File: config.mk
export PLATFORM = sky130hd
export DESIGN_NAME = data_sram_arbiter
export DESIGN_NICKNAME = d
export VERILOG_FILES = /design/src/rtl/data_sram_arbiter.sv
export SDC_FILE = /design/constraint.sdc
export NUM_CORES = 1
export LEC_CHECK = 0
export CORE_AREA = 5 5 111 113
export DETAILED_ROUTE_END_ITERATION = 7
export DIE_AREA = 0 0 116 118
export DONT_BUFFER_PORTS = 1
export GPL_TIMING_DRIVEN = 0
export MAX_ROUTING_LAYER = met4
export PLACE_DENSITY = 0.35
export SYNTH_ARGS = -nofsm -noshare
export SYNTH_HDL_FRONTEND = slang
export SYNTH_SLANG_ARGS = --single-unit
export TNS_END_PERCENT = 1
File: constraint.sdc
create_clock -name clk -period 4.1 [get_ports clk]
set_clock_uncertainty 0.05 [all_clocks]
set_input_delay 0.82 -clock clk [delete_from_list [all_inputs] [get_ports clk]]
set_output_delay 0.82 -clock clk [all_outputs]
set_load 0.1 [all_outputs]
File: src/rtl/data_sram_arbiter.sv
// Round-robin arbiter sharing one single-port data SRAM between two masters,
// with optional per-master lock and a bounded lock hold time.
module data_sram_arbiter #(
  parameter int ADDR_W   = 14,
  parameter int DATA_W   = 32,
  parameter int LOCK_MAX = 16
) (
  input  logic              clk,
  input  logic              reset,
  input  logic              m0_req,
  input  logic [3:0]        m0_wen,
  input  logic [31:0]       m0_addr,
  input  logic [DATA_W-1:0] m0_wdata,
  input  logic              m0_lock,
  output logic              m0_gnt,
  output logic              m0_rvalid,
  output logic [DATA_W-1:0] m0_rdata,
  input  logic              m1_req,
  input  logic [3:0]        m1_wen,
  input  logic [31:0]       m1_addr,
  input  logic [DATA_W-1:0] m1_wdata,
  input  logic              m1_lock,
  output logic              m1_gnt,
  output logic              m1_rvalid,
  output logic [DATA_W-1:0] m1_rdata,
  output logic              s_en,
  output logic [3:0]        s_wen,
  output logic [ADDR_W-1:0] s_addr,
  output logic [DATA_W-1:0] s_wdata,
  input  logic [DATA_W-1:0] s_rdata,
  output logic              lock_err
);

  localparam int CNT_W = (LOCK_MAX > 2) ? $clog2(LOCK_MAX) : 1;
  localparam logic [CNT_W-1:0] CNT_LAST = CNT_W'(LOCK_MAX - 1);

  typedef enum logic [1:0] {
    IDLE,
    LOCK0,
    LOCK1
  } state_e;

  state_e           state_q, state_d;
  logic             last_q, last_d;
  logic [1:0]       rd_pend_q, rd_pend_d;
  logic [CNT_W-1:0] lock_cnt_q, lock_cnt_d;
  logic             lock_err_q, lock_err_d;
  logic             gnt0, gnt1;

  // Upper byte-address bits lie outside the SRAM and are ignored.
  logic unused_addr;
  assign unused_addr = ^{m0_addr[31:ADDR_W], m1_addr[31:ADDR_W]};

  always_comb begin
    state_d    = state_q;
    last_d     = last_q;
    lock_cnt_d = lock_cnt_q;
    lock_err_d = lock_err_q;
    gnt0       = 1'b0;
    gnt1       = 1'b0;
    unique case (state_q)
      IDLE: begin
        if (m0_req && m1_req) begin
          gnt0 = last_q;
          gnt1 = !last_q;
        end else begin
          gnt0 = m0_req;
          gnt1 = m1_req;
        end
        if (gnt0 && m0_lock) begin
          state_d    = LOCK0;
          lock_cnt_d = '0;
        end else if (gnt1 && m1_lock) begin
          state_d    = LOCK1;
          lock_cnt_d = '0;
        end
      end
      LOCK0: begin
        gnt0 = m0_req;
        if (!m0_lock) begin
          state_d = IDLE;
        end else if (lock_cnt_q == CNT_LAST) begin
          state_d    = IDLE;
          lock_err_d = 1'b1;
          last_d     = 1'b0;
        end else begin
          lock_cnt_d = lock_cnt_q + CNT_W'(1);
        end
      end
      LOCK1: begin
        gnt1 = m1_req;
        if (!m1_lock) begin
          state_d = IDLE;
        end else if (lock_cnt_q == CNT_LAST) begin
          state_d    = IDLE;
          lock_err_d = 1'b1;
          last_d     = 1'b1;
        end else begin
          lock_cnt_d = lock_cnt_q + CNT_W'(1);
        end
      end
      default: state_d = IDLE;
    endcase
    // No grant may leave while reset is held low.
    if (!reset) begin
      gnt0 = 1'b0;
      gnt1 = 1'b0;
    end
    if (gnt0) begin
      last_d = 1'b0;
    end else if (gnt1) begin
      last_d = 1'b1;
    end
    rd_pend_d = {gnt1 && (m1_wen == 4'h0), gnt0 && (m0_wen == 4'h0)};
  end

  always_ff @(posedge clk) begin
    if (!reset) begin
      state_q    <= IDLE;
      last_q     <= 1'b1;
      rd_pend_q  <= 2'b00;
      lock_cnt_q <= '0;
      lock_err_q <= 1'b0;
    end else begin
      state_q    <= state_d;
      last_q     <= last_d;
      rd_pend_q  <= rd_pend_d;
      lock_cnt_q <= lock_cnt_d;
      lock_err_q <= lock_err_d;
    end
  end

  always_comb begin
    s_wen   = 4'h0;
    s_addr  = '0;
    s_wdata = '0;
    unique case (1'b1)
      gnt0: begin
        s_wen   = m0_wen;
        s_addr  = m0_addr[ADDR_W-1:0];
        s_wdata = m0_wdata;
      end
      gnt1: begin
        s_wen   = m1_wen;
        s_addr  = m1_addr[ADDR_W-1:0];
        s_wdata = m1_wdata;
      end
      default: ;
    endcase
  end

  assign s_en      = gnt0 | gnt1;
  assign m0_gnt    = gnt0;
  assign m1_gnt    = gnt1;
  assign m0_rvalid = rd_pend_q[0] & reset;
  assign m1_rvalid = rd_pend_q[1] & reset;
  assign m0_rdata  = s_rdata;
  assign m1_rdata  = s_rdata;
  assign lock_err  = lock_err_q;

endmodule

==> impl_metrics.json <==
{
  "final_max_slew_viol_count": 0,
  "ant_nets": 0,
  "cpMaxStageDelayCell": "a22o_1",
  "placed_cell_area_mm2": 0.00181,
  "routabilityCongestion": 0.789,
  "htree_levels": 1,
  "hold_depth": 2,
  "cp.required_ns": 3.23,
  "relSlewSlack": 0.293,
  "ys_async_sr_fraction": 0,
  "synthFlopType": "dfxtp_1",
  "vias_per_cell": 4.43,
  "drcViolationCount": 0,
  "synth_area_leaders": "buf_4, a22o_1, dfxtp_1",
  "holdWs_ns": 0.436,
  "rr_startpoint": "state_q[0]",
  "cts_made_buffers": 3,
  "boundaryPins": 294,
  "r2r_slack_ns": 2.07,
  "clkTransAtPathRegs_ns": 0.04,
  "cts_root_buffer": "clkbuf_16",
  "syn_area_mm2": 0.00163,
  "grt_pass1_wl_mm": 11.0,
  "ys_seq_area_frac": 0.123,
  "grt_use_total": 0.109,
  "power_density_mw_per_mm2": 752,
  "rsz0062_at_grt": "no",
  "crit_chain": "buf_4 > nand2_1 > nor2_1 > buf_2 > a22o_1",
  "synth_most_common_cell": "buf_4",
  "drive_above_1_share": 0.421,
  "ys_warn_count": 0,
  "max-vdd-ir-drop_mv": 0.333,
  "post_cts_buffers": 0,
  "reg2reg_depth": 7,
  "dp_worst_setup_slack_ns": -0.0409,
  "critPathLaunchType": "input pin",
  "drt_iter0_drc": 63,
  "holdBufCountCts": 0,
  "hp-start": "lock_cnt_q[1]",
  "synth_edf_count": 0,
  "synthTopCellsByCount": "buf_4, a22o_1, dfxtp_1",
  "area_growth_pct": 17.1,
  "num_vias": 1558,
  "outcome": "complete, no violations",
  "synthCells": 205,
  "grt_pass1_vias": 1636,
  "worst_slack_ns": 0.328,
  "cts_tree": "yes",
  "grt_overflow": 0,
  "setup-tns-final_ns": 0,
  "synth_top_area_share": 0.304,
  "fin_nets": 389,
  "r2r_end": "rd_pend_q[1]",
  "cp.arrival_ns": 2.90,
  "p_leak_nw": 0.848,
  "syn_nets": 384,
  "portBuffers": 0,
  "grt_max_degree": 11,
  "period_share": 0.920,
  "rows": 39,
  "critical_path.max_stage_delay_ns": 0.88,
  "crit_buf_inv": 2,
  "top_layer": "met4",
  "cts_resized": 9,
  "min_period_ns": 3.77,
  "die_width_um": 116,
  "cp-end-kind": "primary output",
  "dp_hpwl_mm": 7.01,
  "start_util": 0.145,
  "finalSetupViolations": 0,
  "clock_sinks": 10,
  "die_area_mm2": 0.0137,
  "syn-mean-instance-area_um2": 7.95,
  "antenna_cells": 0,
  "antenna_found_initial": 0,
  "die_h_um": 118,
  "wl_per_cell_um": 22.6,
  "cts_buffer_depth": 2,
  "coreArea_mm2": 0.0112,
  "wl_met1_mm": 2.97,
  "yosysTopAreaCell": "buf_4",
  "fin_area_mm2": 0.00191,
  "cpLargestDelayFamily": "compound AO/OA/AOI/OAI gates",
  "first_pass_iters": 4,
  "maxCapViolCount": 0,
  "wl_mm": 7.96,
  "wl_met3_um": 809,
  "finalHoldViolations": 0,
  "yosys.cell_types.count": 35,
  "met2RoutedLength_mm": 4.13,
  "crit_fanout": 10,
  "worst_slew_pin_slew_ns": 1.06,
  "yosys_register_bits": 10,
  "max_freq_ghz": 0.265,
  "min_to": "lock_cnt_q[1]",
  "min_path_type": "register to register",
  "criticalPathCategory": "input pin to primary output",
  "clk_latency_ns": 0.24,
  "fin_util": 0.170
}
worst register-to-register path, stage by stage, from the launching register on:
cell and delay, ns:
dfxtp_1 0.33, inv_1 0.09, ha_1 0.27, o211a_1 0.16, o21a_1 0.11, buf_4 0.18, buf_2 0.55, and2_1 0.22
placed cells by master, fill, tap and decap left out:
| master | n |
|---|---|
| o21ai_0 | 1 |
| o21a_1 | 2 |
| clkbuf_16 | 3 |
| and4_1 | 1 |
| nor4_1 | 1 |
| inv_1 | 3 |
| xor2_1 | 3 |
| or2_0 | 1 |
| nand2b_1 | 1 |
| a22o_1 | 42 |
| dfxtp_1 | 10 |
| buf_2 | 6 |
| clkbuf_1 | 4 |
| clkbuf_8 | 1 |
| nand4_1 | 1 |
| nand3b_1 | 2 |
| o22ai_1 | 1 |
| or2_2 | 1 |
| and2_1 | 5 |
| a22o_2 | 9 |
| nand2_1 | 9 |
| ha_1 | 5 |
| nand3_1 | 3 |
| a21boi_0 | 2 |
| o211a_1 | 1 |
| nand4b_1 | 2 |
| or4_1 | 2 |
| nor3_1 | 3 |
| a31oi_1 | 1 |
| nor3_2 | 1 |
| a21oi_1 | 2 |
| a221o_1 | 1 |
| nor2b_1 | 4 |
| nor2_1 | 6 |
| buf_4 | 66 |
| or2_1 | 1 |
| a21oi_2 | 1 |
| or4b_1 | 1 |
metrics by stage:
step,cells,power (W)
floorplan,205,0.00116
global placement,348,0.00124
detailed placement,348,0.00125
CTS,352,0.00145
global route,352,0.00148
finish,352,0.00144
area by class of cell:
type,instances,area [um2]
Sequential cell,10,200
Tap cell,143,179
Buffer,76,541
Fill cell,1291,9310
Multi-Input combinational cell,116,890
Clock buffer,4,88.8
Inverter,3,11.3
worst max-delay path by stage:
| stage | startpoint | end | slack (ns) | depth (start not counted) |
|---|---|---|---|---|
| 4_1_cts | reset | s_wdata[2] | 0.20 | 5 |
| 3_3_place_gp | reset | s_wdata[16] | -0.02 | 5 |
| 2_1_floorplan | reset | s_wdata[14] | 0.55 | 5 |
| 5_1_grt | state_q[0] | s_wdata[2] | 0.07 | 6 |
| 3_5_place_dp | reset | s_wdata[22] | -0.04 | 5 |
| 6_report | reset | s_wdata[2] | 0.33 | 5 |
report_power, final:
part           leakage (nW)  internal [W]  switching [W]
sequential           0.0814      0.000110      0.0000111
clock                0.0442      0.000147      0.0000463
combinational         0.723      0.000153       0.000968
total                 0.848      0.000410        0.00103
cell families (layout without fill, tap and decap cells):
| kind of cell | count (synthesis) | after routing | share of synthesized area |
|---|---|---|---|
| AND/OR/NAND/NOR | 45 | 45 | 0.157 |
| buffers and inverters | 79 | 83 | 0.338 |
| flip-flops | 10 | 10 | 0.123 |
| XOR/XNOR | 3 | 3 | 0.0161 |
| AO/OA/AOI/OAI | 63 | 63 | 0.327 |
| adder cells (fa/ha/maj) | 5 | 5 | 0.0384 |
sequential cells by signal (all words and copies together) (netlist names):
| signal | cells |
|---|---|
| lock_err | 1 |
| state_q | 2 |
| last_q | 1 |
| rd_pend_q | 2 |
| lock_cnt_q | 4 |
metal layers:
metal / vias to the layer above / global-route usage
met5: - / -
met4: 0 / 0.0160
met3: 4 / 0.0334
met2: 127 / 0.188
met1: 733 / 0.126
li1: 694 / -
Power figures use the tool's default switching activity.
